`config.mk`:
```
export PLATFORM = sky130hd
export DESIGN_NAME = mcdf_slave_node
export DESIGN_NICKNAME = d
export VERILOG_FILES = /design/src/rtl/mcdf_slave_node.sv
export SDC_FILE = /design/constraint.sdc
export NUM_CORES = 1
export LEC_CHECK = 0
export ABC_AREA = 0
export ABC_CLOCK_PERIOD_IN_PS = 5340
export CAP_MARGIN = 10
export CORE_ASPECT_RATIO = 1.5
export CORE_MARGIN = 2
export CORE_UTILIZATION = 45
export DETAILED_ROUTE_END_ITERATION = 12
export HOLD_SLACK_MARGIN = 0.12
export PLACE_DENSITY = 0.71
export SLEW_MARGIN = 10
export SYNTH_ARGS = -nofsm -noshare
export SYNTH_HDL_FRONTEND = slang
export SYNTH_SLANG_ARGS = --single-unit
```
`constraint.sdc`:
```
create_clock -name clk -period 5.34 [get_ports clk]
set_input_delay 1.068 -clock clk [delete_from_list [all_inputs] [get_ports clk]]
set_output_delay 1.068 -clock clk [all_outputs]
set_load 0.02 [all_outputs]
```
`src/rtl/mcdf_slave_node.sv`:
```
//------------------------------------------------------------------------------
// Module      : mcdf_slave_node
// Description : MCDF channel-side slave stage. It takes words from a channel
//               over valid/ready, buffers them in a wrap-bit pointer FIFO, and
//               serves them to the arbiter over request/acknowledge.
// Revision    : 1.0 - initial release
//------------------------------------------------------------------------------
`default_nettype none

module mcdf_slave_node #(
    parameter int DW = 32,
    parameter int AW = 5
) (
    input  logic          clk,
    input  logic          rst,
    input  logic          slv_en_i,
    input  logic [DW-1:0] ch_data_i,
    input  logic          ch_valid_i,
    output logic          ch_ready_o,
    input  logic          a2s_ack_i,
    output logic          slv_req_o,
    output logic          slv_val_o,
    output logic [DW-1:0] slv_data_o,
    output logic [AW:0]   margin_o
);

    localparam logic [AW:0] c_depth = {1'b1, {AW{1'b0}}};
    localparam logic [AW:0] c_one   = {{AW{1'b0}}, 1'b1};

    logic [DW-1:0] r_mem [2**AW];
    logic [AW:0]   r_wr_ptr;
    logic [AW:0]   r_rd_ptr;
    logic          r_val;
    logic [DW-1:0] r_data;

    logic          w_empty;
    logic          w_full;
    logic [AW:0]   w_count;
    logic          w_wr_fire;
    logic          w_rd_fire;

    // The extra MSB of each pointer separates full (same slot, different lap)
    // from empty (same slot, same lap).
    assign w_empty   = (r_wr_ptr == r_rd_ptr);
    assign w_full    = (r_wr_ptr[AW-1:0] == r_rd_ptr[AW-1:0]) &&
                       (r_wr_ptr[AW] != r_rd_ptr[AW]);
    assign w_count   = r_wr_ptr - r_rd_ptr;

    assign ch_ready_o = slv_en_i & ~w_full;
    assign slv_req_o  = slv_en_i & ~w_empty;
    assign margin_o   = c_depth - w_count;

    assign w_wr_fire = ch_valid_i & ch_ready_o;
    assign w_rd_fire = a2s_ack_i & slv_req_o;

    always_ff @(posedge clk) begin
        if (w_wr_fire && !rst) begin
            r_mem[r_wr_ptr[AW-1:0]] <= ch_data_i;
        end
    end

    // A read fired in the same cycle as reset is dropped along with the contents.
    always_ff @(posedge clk) begin
        if (rst) begin
            r_wr_ptr <= '0;
            r_rd_ptr <= '0;
            r_val    <= 1'b0;
            r_data   <= '0;
        end else begin
            if (w_wr_fire) begin
                r_wr_ptr <= r_wr_ptr + c_one;
            end
            if (w_rd_fire) begin
                r_data   <= r_mem[r_rd_ptr[AW-1:0]];
                r_rd_ptr <= r_rd_ptr + c_one;
            end
            r_val <= w_rd_fire;
        end
    end

    assign slv_val_o  = r_val;
    assign slv_data_o = r_data;

endmodule

`default_nettype wire

```
==> results.txt, run 1 <==
----------------------------------------------------
[Logic synthesis]
  Library cell with the largest summed area after synthesis ... sky130_fd_sc_hd__edfxtp_1
  Synthesis-stage register bit count ... about 1100
  Synth cell types ... 40
  Mean area per synthesized cell ... 21.6 um^2
  Synth area leaders ... sky130_fd_sc_hd__edfxtp_1 75%, sky130_fd_sc_hd__mux4_2 11%, sky130_fd_sc_hd__mux2i_1 4.0%
  Number of enable-type register cells in the synthesized netlist ... 1024
  Warning count from the yosys run ... 0
  Top-area cell type share of the netlist area ... 0.753
  FFs w/ async S/R, synth ... 0
  Number of instances in the synthesized netlist ... about 1900
  Mapped cell area ... 40900 um^2
  Most instantiated flip-flop cell in the synthesis netlist ... sky130_fd_sc_hd__edfxtp_1
  Synthesized Nets ... 1945
  Proportion of synthesized chip area in sequential cells ... 0.775

[Worst setup path]
  Worst path arrival time ... between 3 and 4 ns
  Highest fanout seen on the critical path ... 43
  Worst Setup Path Type ... reg2out
  Req. time, crit path ... around 4.3 ns
  CP startpoint kind ... flip-flop
  Critical-path cell with the highest stage delay ... sky130_fd_sc_hd__dfxtp_4
  Endpoint class of the critical path ... output port
  Ordered cell list for the critical path ... ha_1, fa_1, a21o_1, a21oi_1, xnor2_1, clkdlybuf4s50_1
  Peak per-stage delay on the critical path ... 0.75 ns

[Floorplan]
  Die outline width ... ~250 um
  Floorplan die area ... between 90000 and 100000 um^2
  Starting density of the core ... 0.453
  # IOs ... 78
  Floorplan die height ... 373 um
  Number of placement rows ... 135
  Core outline area ... 90200 um^2

[Route]
  Total wirelength of the detailed-routed design ... 97.2 mm
  Pre-Repair DR Iteration Count ... 6
  Via Count ... 19886
  Routed length per placed instance ... just under 30 um
  Remaining design rule violation count ... 0
  Number of violations reported at the end of detailed-routing iteration 0 ... 2471
  Count of antenna-violating nets left after detailed routing ... 0
  Via/cell ratio ... about 6.1

[Cells and area]
  Antenna Diode Count ... 0
  Final design instance area without fill ... about 47000 um^2
  Relative area change from synthesis to final layout ... 14.3%
  Reg area ... 31700 um^2
  Area of combinational cells with multiple inputs ... about 9000 um^2
  Layout net count ... ~2100
  Count of placed standard cells in the final layout, fillers left out ... 3276
  Fraction of layout instances using a drive strength above 1 ... 0.228
  Filler cell count in the final layout ... slightly below 7000

[STA]
  Unrepaired setup endpoints after global routing ... false
  Final clock skew ... between 0.015 and 0.02 ns
  Worst-margin pin slew ... about 1.2 ns
  Max-slew violation count ... 0
  Worst max-slew margin expressed relative to the limit ... 0.182
  Tcrit/Tclk final ... 0.841
  Final Hold Vio Count ... 0
  Shortest clock period the worst path allows after layout ... about 4.5 ns
  Worst hold margin ... slightly below 0.5 ns
  Total setup violations reported at the end of the flow ... 0
  Setup TNS ... 0 ns
  Highest clock rate ... between 200 and 250 MHz

[Placement]
  Placed Area ... between 40000 and 50000 um^2
  Weighted congestion reported at the end of routability-driven placement ... ~0.82
  HPWL reported at the end of detailed placement ... ~60 mm
  Number of placed instances, taps included ... between 3000 and 4000
  Input/output buffers ... between 70 and 80

[CTS]
  Clock latency of the later-clocked register in the worst-skew pair ... around 0.67 ns
  Clock edge transition at the registers on the reported setup and hold paths ... roughly 0.07 ns
  Longest Clk Path Bufs ... 3
  Resized Gates After CTS ... 0
  Clock buffer count from CTS ... ~90
  Clock Sinks ... around 1100
  Library cell used as clock root buffer ... sky130_fd_sc_hd__clkbuf_16
  Cts-stage hold buffer count ... 0
  TritonCTS clock tree ... yes
  Number of buffers inserted to repair setup after CTS ... 0
  Number of levels in the clock H-tree ... 3

[Power and ir drop]
  Peak supply drop ... ~0.24 mV
  Cell area power density ... about 360 nW/um^2
  Leak pwr ... 14.0 nW

[Job]
  Max capacitance violation total ... 0

[GRT]
  Gr ovfl total ... 0
  Via count of the first global-routing pass ... 20253
  Number of antenna violations at the first check in global routing ... 0
  Maximum number of pins on one net before global-route repair ... about 110
  GRT Total Usage ... 0.209
  Wire length of the first global-routing pass ... between 100 and 150 mm

[Min path]
  Tightest Hold Check Type ... reg2reg

[Run status]
  Result of the run ... finished clean

----------------------------------------------------
## final cells by class
cell class	count	share of cell area
flip-flops and latches	1069	0.678
repair buffers	159	0.0311
inverters	13	0.00105
clock inverters	65	0.0167
clock buffers	105	0.0519
well taps	1164	0.0312
multi-input cells	701	0.190
## synthesized netlist by cell type (2+ instances only)
master / count
sky130_fd_sc_hd__clkbuf_1: 59
sky130_fd_sc_hd__o22ai_1: 31
sky130_fd_sc_hd__nand3_1: 9
sky130_fd_sc_hd__buf_12: 3
sky130_fd_sc_hd__buf_1: 7
sky130_fd_sc_hd__o21ai_0: 4
sky130_fd_sc_hd__o31ai_1: 4
sky130_fd_sc_hd__nor2_1: 40
sky130_fd_sc_hd__buf_2: 24
sky130_fd_sc_hd__o22a_1: 32
sky130_fd_sc_hd__mux2i_1: 165
sky130_fd_sc_hd__a31oi_1: 2
sky130_fd_sc_hd__o2111ai_1: 32
sky130_fd_sc_hd__buf_4: 5
sky130_fd_sc_hd__ha_1: 14
sky130_fd_sc_hd__a32o_1: 32
sky130_fd_sc_hd__nor2b_1: 3
sky130_fd_sc_hd__a22o_1: 31
sky130_fd_sc_hd__a21oi_1: 10
sky130_fd_sc_hd__xnor2_1: 6
sky130_fd_sc_hd__edfxtp_1: 1024
sky130_fd_sc_hd__a21o_1: 2
sky130_fd_sc_hd__mux4_2: 192
sky130_fd_sc_hd__o311ai_0: 2
sky130_fd_sc_hd__or4_1: 4
sky130_fd_sc_hd__or3_1: 3
sky130_fd_sc_hd__buf_6: 12
sky130_fd_sc_hd__a2111o_1: 31
sky130_fd_sc_hd__inv_1: 13
sky130_fd_sc_hd__nand2_1: 42
sky130_fd_sc_hd__dfxtp_1: 45
sky130_fd_sc_hd__xor2_1: 2
## report_power, final
part	leakage, nW	internal (W)	switching, W
logic	2.86	0.000280	0.000436
clock network	1.55	0.00410	0.00299
registers	9.57	0.00920	0.0000196
total	14.0	0.0136	0.00344
## path summary, 6_finish.rpt
path | cells past startpoint | from | slack (ns) | to
setup / recovery | 6 | r_rd_ptr[2]$_SDFFE_PP0P_ | 0.85 | margin_o[5]
hold / removal | 1 | slv_data_o[21]$_SDFFE_PP0P_ | 0.49 | slv_data_o[21]$_SDFFE_PP0P_
setup reg to reg | 6 | r_rd_ptr[0]$_SDFFE_PP0P_ | 1.77 | slv_data_o[28]$_SDFFE_PP0P_
hold reg to reg | 1 | slv_data_o[21]$_SDFFE_PP0P_ | 0.49 | slv_data_o[21]$_SDFFE_PP0P_
## metrics by stage
| step | setup slack, ns | utilization | power, W |
|---|---|---|---|
| final | 0.848 | 0.518 | 0.0170 |
| after global routing | 0.685 | 0.518 | 0.0174 |
| after CTS | 0.757 | 0.518 | 0.0171 |
| after detailed placement | 1.26 | 0.482 | 0.0101 |
| after global placement | 1.26 | 0.482 | 0.0101 |
| after floorplan | 1.23 | - | 0.00979 |
## metal layers
| layer | vias to the layer above | GRT usage | routed length [um] |
|---|---|---|---|
| met3 | 183 | 0.0296 | 6890 |
| met4 | 0 | 0.0819 | 3670 |
| met1 | 10495 | 0.269 | 36400 |
| met2 | 919 | 0.360 | 50200 |
| met5 | - | 0 | 0 |
| li1 | 8289 | - | - |
## placed cells by master (no fill, tap or decap), types with 11 or more instances in the layout
| cell type | Yosys | layout |
|---|---|---|
| sky130_fd_sc_hd__edfxtp_1 | 1024 | 1024 |
| sky130_fd_sc_hd__nand2_1 | 42 | 42 |
| sky130_fd_sc_hd__clkinv_1 | 0 | 11 |
| sky130_fd_sc_hd__mux2i_1 | 165 | 165 |
| sky130_fd_sc_hd__buf_12 | 3 | 11 |
| sky130_fd_sc_hd__a32o_1 | 32 | 32 |
| sky130_fd_sc_hd__dfxtp_1 | 45 | 40 |
| sky130_fd_sc_hd__clkinvlp_4 | 0 | 12 |
| sky130_fd_sc_hd__buf_2 | 24 | 14 |
| sky130_fd_sc_hd__inv_1 | 13 | 13 |
| sky130_fd_sc_hd__mux4_2 | 192 | 192 |
| sky130_fd_sc_hd__o22ai_1 | 31 | 31 |
| sky130_fd_sc_hd__a22o_1 | 31 | 31 |
| sky130_fd_sc_hd__o2111ai_1 | 32 | 32 |
| sky130_fd_sc_hd__ha_1 | 14 | 14 |
| sky130_fd_sc_hd__clkinv_2 | 0 | 21 |
| sky130_fd_sc_hd__nor2_4 | 0 | 34 |
| sky130_fd_sc_hd__o22a_1 | 32 | 32 |
| sky130_fd_sc_hd__buf_4 | 5 | 71 |
| sky130_fd_sc_hd__a2111o_1 | 31 | 31 |
| sky130_fd_sc_hd__clkdlybuf4s50_1 | 0 | 63 |
| sky130_fd_sc_hd__clkbuf_16 | 0 | 95 |
| sky130_fd_sc_hd__bufinv_16 | 0 | 17 |
## logic make-up after synthesis
kind of cell / Yosys count / synth area share
XOR/XNOR: 8 / 0.00171
flip-flops: 1069 / 0.775
multiplexers: 357 / 0.146
adder cells (fa/ha/maj): 15 / 0.00478
AO/OA/AOI/OAI: 216 / 0.0458
AND/OR/NAND/NOR: 105 / 0.0110
buffers and inverters: 123 / 0.0159
## registers in the layout, summed over array words and instances (netlist names)
register and cells:
slv_val_o 1, r_mem 1024, r_rd_ptr 6, r_wr_ptr 6
slv_data_o 32
## critical path: cells and delay by family, from the launching register on
kind | cells | cell delay [ns]
XOR/XNOR | 1 | 0.14
adder cells (fa/ha/maj) | 2 | 0.87
flip-flops | 1 | 0.75
buffers and inverters | 1 | 0.63
AO/OA/AOI/OAI | 2 | 0.34
Power figures use the tool's default switching activity.
==> inputs of run 2 (changes only) <==
--- a/config.mk
+++ b/config.mk
@@ -6,7 +6,7 @@
 export NUM_CORES = 1
 export LEC_CHECK = 0
 export ABC_AREA = 0
-export ABC_CLOCK_PERIOD_IN_PS = 5340
+export ABC_CLOCK_PERIOD_IN_PS = 4700
 export CAP_MARGIN = 10
 export CORE_ASPECT_RATIO = 1.5
 export CORE_MARGIN = 2
==> constraint.sdc (replaced) <==
create_clock -name clk -period 4.7 [get_ports clk]
set_input_delay 0.94 -clock clk [delete_from_list [all_inputs] [get_ports clk]]
set_output_delay 0.94 -clock clk [all_outputs]
set_load 0.02 [all_outputs]
==> run 2 against run 1 <==
Net effect: via count up 0.40%; combinational power is 3.5% higher; total power increased by 13%; sequential power is 14% higher; critical path type unchanged; largest cell class unchanged.
==> results.txt, run 2 (same netlist as run 1, synthesis figures left out) <==
----------------------------------------------------
[CTS]
  Library cell used as clock root buffer ... sky130_fd_sc_hd__clkbuf_16
  Number of levels in the clock H-tree ... 3 (unchanged)
  Longest Clk Path Bufs ... 3 (unchanged)
  TritonCTS clock tree ... yes
  Clock Sinks ... 1069 (unchanged)
  Resized Gates After CTS ... 0 (unchanged)
  Clock buffer count from CTS ... 93 (+2.2%)
  Number of buffers inserted to repair setup after CTS ... 0 (unchanged)
  Clock edge transition at the registers on the reported setup and hold paths ... 0.08 ns (about the same)
  Clock latency of the later-clocked register in the worst-skew pair ... 0.68 ns (about the same)
  Cts-stage hold buffer count ... 0 (unchanged)

[Worst setup path]
  Worst path arrival time ... 3.47 ns (+0.05 ns)
  Req. time, crit path ... 3.76 ns (-0.51 ns)
  Peak per-stage delay on the critical path ... 0.78 ns (+0.03 ns)
  Critical-path cell with the highest stage delay ... sky130_fd_sc_hd__dfxtp_4
  Depth of the worst register-to-register path ... 6 (unchanged)
  Number of buffer and inverter instances along the worst setup path ... 1 (unchanged)
  R2R setup slack ... 1.28 ns (-0.49 ns)
  CP startpoint kind ... flip-flop
  Ordered cell list for the critical path ... ha_1, fa_1, a21o_1, a21oi_1, xnor2_1, clkdlybuf4s50_1
  Worst Setup Path Type ... reg2out
  Worst setup path startpoint ... r_rd_ptr[2]$_SDFFE_PP0P_
  Capture point of the critical path ... margin_o[5]
  Reg-to-reg endpoint ... r_mem[20][1]$_DFFE_PP_
  Reg-to-Reg Start ... r_rd_ptr[2]$_SDFFE_PP0P_
  Highest fanout seen on the critical path ... 45 (+4.7%)
  Endpoint class of the critical path ... output port
  Logic depth of the worst setup path including buffers ... 6 (unchanged)
  Family of cells with the greatest summed delay on the critical path ... adder cells

[Route]
  Total wirelength of the detailed-routed design ... 97.8 mm (+0.66%)
  Pre-Repair DR Iteration Count ... 5 (-1)
  Remaining design rule violation count ... 0 (unchanged)
  Count of antenna-violating nets left after detailed routing ... 0 (unchanged)
  Via Count ... 19965 (+0.40%)
  Via/cell ratio ... 6.12 (+0.86%)
  Number of violations reported at the end of detailed-routing iteration 0 ... 2102 (-15%)
  Routed length per placed instance ... 30.0 um (+1.1%)

[Power and ir drop]
  Cell area power density ... 410 nW/um^2 (+12%)
  Leak pwr ... 13.9 nW (-0.31%)
  Peak supply drop ... 0.252 mV (+6.8%)

[STA]
  Final worst-path setup slack ... 0.294 ns (-0.554 ns)
  Tcrit/Tclk final ... 0.938
  Shortest clock period the worst path allows after layout ... 4.41 ns
  Final clock skew ... 0.0210 ns (+0.00398 ns)
  Setup TNS ... 0 ns (unchanged)
  Final Hold Vio Count ... 0 (unchanged)
  Unrepaired setup endpoints after global routing ... false
  Max-slew violation count ... 0 (unchanged)
  Total setup violations reported at the end of the flow ... 0 (unchanged)
  Worst max-slew margin expressed relative to the limit ... 0.181 (-0.000444)
  Worst-margin pin slew ... 1.22 ns (-0.000264 ns)
  Highest clock rate ... 227 MHz

[Floorplan]
  Number of placement rows ... 135 (unchanged)
  # IOs ... 78 (unchanged)
  Starting density of the core ... 0.453 (unchanged)
  Die outline width ... 250 um (unchanged)
  Core outline area ... 90200 um^2 (unchanged)
  Floorplan die height ... 373 um (unchanged)
  Floorplan die area ... 93300 um^2 (unchanged)

[GRT]
  Gr ovfl total ... 0 (unchanged)
  Number of antenna violations at the first check in global routing ... 5 (+5)
  GRT Total Usage ... 0.210 (+0.000598)
  Via count of the first global-routing pass ... 20492 (+1.2%)
  Wire length of the first global-routing pass ... 141 mm (-0.29%)
  Maximum number of pins on one net before global-route repair ... 107 (unchanged)

[Placement]
  Input/output buffers ... 77 (unchanged)
  Number of placed instances, taps included ... 3089 (-0.55%)
  Weighted congestion reported at the end of routability-driven placement ... 0.783 (-4.5%)
  HPWL reported at the end of detailed placement ... 54.0 mm (-7.4%)
  Placed Area ... 43600 um^2 (+0.23%)
  Pre-CTS WS ... 0.978 ns (-0.286 ns)

[Cells and area]
  Layout net count ... 2072 (-0.72%)
  Relative area change from synthesis to final layout ... 14.4%
  Commonest cells after routing, fill and taps aside ... 1024 x sky130_fd_sc_hd__edfxtp_1, 192 x sky130_fd_sc_hd__mux4_2, 165 x sky130_fd_sc_hd__mux2i_1
  Antenna Diode Count ... 0 (unchanged)
  Leading cell type in the layout, fill and taps excluded ... sky130_fd_sc_hd__edfxtp_1
  Max reg flops ... 1024 (unchanged)
  Fraction of layout instances using a drive strength above 1 ... 0.213 (-0.0151)
  Count of placed standard cells in the final layout, fillers left out ... 3261 (-0.46%)
  Final design instance area without fill ... 46800 um^2 (+0.16%)

[Job]
  Max capacitance violation total ... 0 (unchanged)

[Min path]
  Tightest Hold Check Type ... reg2reg

[Run status]
  Result of the run ... finished clean

----------------------------------------------------
-- run 2: cell types whose count changed in the layout (fill, tap and decap cells not counted), sizes merged --
cell           previous run  this run
buf                      96        66
clkdlybuf4s50            63        76
clkinvlp                 12         4
clkbuf                  105       118
bufinv                   17        14
-- run 2: layer usage --
metal | up-vias | track usage | part of all wire
met5 | - | 0 | 0.00019
met4 | 2 | 0.0823 | 0.036
met3 | 176 | 0.0363 | 0.071
met2 | 941 | 0.367 | 0.52
met1 | 10579 | 0.260 | 0.37
li1 | 8267 | - | -
-- run 2: metrics by stage --
stage               utilization  hold slack, ns  power (W)
finish                    0.518           0.474     0.0192
detailed placement        0.483           0.467     0.0114
floorplan                     -           0.482     0.0111
global route              0.518           0.507     0.0197
global placement          0.483           0.479     0.0114
CTS                       0.518           0.483     0.0193
-- run 2: worst min-delay path by stage --
stage          slack [ns]                          end                        start  cells past startpoint
6_report             0.47  slv_data_o[17]$_SDFFE_PP0P_  slv_data_o[17]$_SDFFE_PP0P_                      1
5_1_grt              0.51  slv_data_o[17]$_SDFFE_PP0P_  slv_data_o[17]$_SDFFE_PP0P_                      1
4_1_cts              0.48  slv_data_o[17]$_SDFFE_PP0P_  slv_data_o[17]$_SDFFE_PP0P_                      1
3_5_place_dp         0.47  slv_data_o[17]$_SDFFE_PP0P_  slv_data_o[17]$_SDFFE_PP0P_                      1
3_3_place_gp         0.48  slv_data_o[12]$_SDFFE_PP0P_  slv_data_o[12]$_SDFFE_PP0P_                      1
2_1_floorplan        0.48     r_rd_ptr[5]$_SDFFE_PP0P_     r_rd_ptr[5]$_SDFFE_PP0P_                      2
-- run 2: report_power, final --
part	switching [W]	internal (W)	total [W]
Sequential	0.0000202	0.0105	0.0105
Clock	0.00336	0.00458	0.00794
Combinational	0.000425	0.000316	0.000741
-- run 2: cell type report --
type / count / area (um^2)
Clock buffer: 118 / 2510
Clock inverter: 54 / 668
Fill cell: 6875 / 43400
Inverter: 13 / 48.8
Multi-Input combinational cell: 701 / 8860
Sequential cell: 1069 / 31700
Tap cell: 1164 / 1460
Timing Repair Buffer: 142 / 1550
==> inputs of run 3 (changes only) <==
--- a/config.mk
+++ b/config.mk
@@ -6,7 +6,7 @@
 export NUM_CORES = 1
 export LEC_CHECK = 0
 export ABC_AREA = 0
-export ABC_CLOCK_PERIOD_IN_PS = 4700
+export ABC_CLOCK_PERIOD_IN_PS = 4300
 export CAP_MARGIN = 10
 export CORE_ASPECT_RATIO = 1.5
 export CORE_MARGIN = 2
==> constraint.sdc (replaced) <==
create_clock -name clk -period 4.3 [get_ports clk]
set_input_delay 0.86 -clock clk [delete_from_list [all_inputs] [get_ports clk]]
set_output_delay 0.86 -clock clk [all_outputs]
set_load 0.005 [all_outputs]
==> run 3 against run 2 <==
Net effect: non-clock buffer count increased by 6; die area unchanged; highest routed layer is now met4; hold slack improved by 0.012 ns; global-route usage decreased by 0.30 points; combinational power increased by 4.6%; flip-flop and latch count unchanged; sequential power increased by 9.5%; design area decreased by 0.27%.
==> results.txt, run 3 (same netlist as run 1, synthesis figures left out) <==
----------------------------------------------------
[Cells and area]
  Max reg flops ... 1024 (unchanged)
  Leading cell type in the layout, fill and taps excluded ... sky130_fd_sc_hd__edfxtp_1
  Layout net count ... 2078 (+0.29%)
  Relative area change from synthesis to final layout ... 14.1%
  Share of the core filled with cells ... 0.517 (-0.00139)
  Fraction of layout instances using a drive strength above 1 ... 0.218 (+0.00510)
  Commonest cells after routing, fill and taps aside ... 1024 x sky130_fd_sc_hd__edfxtp_1, 192 x sky130_fd_sc_hd__mux4_2, 165 x sky130_fd_sc_hd__mux2i_1
  Antenna Diode Count ... 0 (unchanged)

[Floorplan]
  Starting density of the core ... 0.453 (unchanged)
  Floorplan die height ... 373 um (unchanged)
  Core outline area ... 90200 um^2 (unchanged)
  Number of placement rows ... 135 (unchanged)
  Floorplan die area ... 93300 um^2 (unchanged)
  Die outline width ... 250 um (unchanged)
  # IOs ... 78 (unchanged)

[Worst setup path]
  CP startpoint kind ... flip-flop
  Highest fanout seen on the critical path ... 5 (-89%)
  R2R setup slack ... 0.83 ns (-0.45 ns)
  Worst path arrival time ... 3.22 ns (-0.25 ns)
  Req. time, crit path ... 3.44 ns (-0.32 ns)
  Endpoint class of the critical path ... output port
  Depth of the worst register-to-register path ... 7 (+1)
  Worst Setup Path Type ... reg2out

[Route]
  Count of antenna-violating nets left after detailed routing ... 0 (unchanged)
  Remaining design rule violation count ... 0 (unchanged)
  Pre-Repair DR Iteration Count ... 5 (unchanged)
  Total wirelength of the detailed-routed design ... 96.0 mm (-1.9%)
  Routed length per placed instance ... 29.4 um (-2.1%)
  Via/cell ratio ... 6.11 (-0.23%)
  Via Count ... 19955 (-0.050%)
  Number of violations reported at the end of detailed-routing iteration 0 ... 2131 (+1.4%)

[GRT]
  Global routing usage on met2 ... 0.357 (-0.00946)
  Met1 Resource Use GR ... 0.264 (+0.00442)
  Gr ovfl total ... 0 (unchanged)
  Maximum number of pins on one net before global-route repair ... 140 (+31%)
  GRT Total Usage ... 0.207 (-0.00304)
  Via count of the first global-routing pass ... 20783 (+1.4%)
  Layer with the highest usage after global routing ... met2
  Met3 routing resource usage after global routing ... 0.0315 (-0.00488)
  Number of antenna violations at the first check in global routing ... 1 (-4)
  Wire length of the first global-routing pass ... 140 mm (-0.39%)

[CTS]
  Clock edge transition at the registers on the reported setup and hold paths ... 0.06 ns (-0.02 ns)
  Longest Clk Path Bufs ... 3 (unchanged)
  Clock buffer count from CTS ... 93 (unchanged)
  TritonCTS clock tree ... yes
  Cts-stage hold buffer count ... 0 (unchanged)
  Clock latency of the later-clocked register in the worst-skew pair ... 0.67 ns (about the same)
  Library cell used as clock root buffer ... sky130_fd_sc_hd__clkbuf_16
  Clock Sinks ... 1069 (unchanged)
  Number of levels in the clock H-tree ... 3 (unchanged)
  Resized Gates After CTS ... 0 (unchanged)
  Number of buffers inserted to repair setup after CTS ... 0 (unchanged)

[Power and ir drop]
  Leak pwr ... 13.9 nW (-0.15%)
  Psw ... 0.00412 W (+8.1%)
  Share of total power in the clock network ... 0.408 (-0.006)
  Part of the power in combinational logic ... 0.038 (about the same)
  Proportion of power drawn by flip-flops and latches ... 0.555 (+0.008)
  Share of total power consumed by net switching ... 0.199 (+0.000636)
  Cell area power density ... 443 nW/um^2 (+8.1%)
  Internal power summed over all cells ... 0.0165 W (+7.7%)
  Peak supply drop ... 0.285 mV (+13%)

[STA]
  Setup TNS ... 0 ns (unchanged)
  Tcrit/Tclk final ... 0.948
  Unrepaired setup endpoints after global routing ... false
  Max-slew violation count ... 0 (unchanged)
  Highest clock rate ... 245 MHz
  Shortest clock period the worst path allows after layout ... 4.08 ns
  Worst-margin pin slew ... 1.22 ns (-0.00363 ns)
  Final worst-path setup slack ... 0.222 ns (-0.0711 ns)
  Final Hold Vio Count ... 0 (unchanged)
  Worst max-slew margin expressed relative to the limit ... 0.184 (+0.00243)
  Final clock skew ... 0.0168 ns (-0.00423 ns)
  Total setup violations reported at the end of the flow ... 0 (unchanged)

[Min path]
  Tightest Hold Check Type ... reg2reg
  Cells on Worst Hold Path ... 1 (unchanged)

[Job]
  Max capacitance violation total ... 0 (unchanged)

[Placement]
  Input/output buffers ... 77 (unchanged)
  HPWL reported at the end of detailed placement ... 52.5 mm (-2.8%)
  Weighted congestion reported at the end of routability-driven placement ... 0.808 (+3.2%)
  Pre-CTS WS ... 0.627 ns (-0.351 ns)

[Run status]
  Result of the run ... finished clean

----------------------------------------------------
==> run 3: cell types whose count changed in the layout (fill, tap and decap cells not counted), sizes merged <==
cell,before,now
clkdlybuf4s50,76,69
bufinv,14,10
clkinv,33,43
clkinvlp,4,7
buf,66,79
clkbuf,118,109
==> run 3: path summary, 6_finish.rpt <==
check	endpoint	start
worst max-delay path	margin_o[5]	r_wr_ptr[1]$_SDFFE_PP0P_
worst min register to register	slv_data_o[21]$_SDFFE_PP0P_	slv_data_o[21]$_SDFFE_PP0P_
worst max register to register	r_mem[0][30]$_DFFE_PP_	r_wr_ptr[3]$_SDFFE_PP0P_
worst min-delay path	slv_data_o[21]$_SDFFE_PP0P_	slv_data_o[21]$_SDFFE_PP0P_
==> run 3: through the flow <==
| stage | std cells | power [W] | instance area, um^2 | hold slack (ns) |
|---|---|---|---|---|
| after floorplan | 1893 | 0.0121 | 40900 | 0.466 |
| after global placement | 3093 | 0.0124 | 43600 | 0.464 |
| after detailed placement | 3093 | 0.0125 | 43600 | 0.473 |
| after CTS | 3265 | 0.0208 | 46600 | 0.487 |
| after global routing | 3267 | 0.0212 | 46600 | 0.513 |
| final | 3267 | 0.0206 | 46600 | 0.486 |
==> run 3: layout make-up <==
cell class              instances  area, um^2
well taps                    1164        1460
clock buffers                 109        2490
flip-flops and latches       1069       31700
inverters                      13        48.8
fillers                      6898       43600
clock inverters                63         589
multi-input cells             701        8860
repair buffers                148        1530
==> run 3: layer usage <==
layer / vias to the layer above / share of wire
met2: 917 / 0.51
met3: 168 / 0.073
met5: - / 0
li1: 8281 / -
met1: 10589 / 0.38
met4: 0 / 0.035
==> run 3: power groups by stage <==
stage	combinational [W]	clock [W]	sequential [W]
2_1_floorplan	0.000468	0	0.0117
3_3_place_gp	0.000764	0	0.0117
3_5_place_dp	0.000785	0	0.0117
4_1_cts	0.000787	0.00854	0.0115
5_1_grt	0.000832	0.00891	0.0114
6_report	0.000775	0.00842	0.0115
==> run 3: worst max-delay path: stages (launching register included) <==
cell and delay [ns]:
sky130_fd_sc_hd__dfxtp_1 0.39, sky130_fd_sc_hd__inv_1 0.10, sky130_fd_sc_hd__ha_1 0.34, sky130_fd_sc_hd__ha_1 0.23, sky130_fd_sc_hd__fa_1 0.48, sky130_fd_sc_hd__a21o_1 0.18
sky130_fd_sc_hd__a21oi_1 0.18, sky130_fd_sc_hd__xnor2_1 0.14, sky130_fd_sc_hd__clkdlybuf4s50_1 0.51
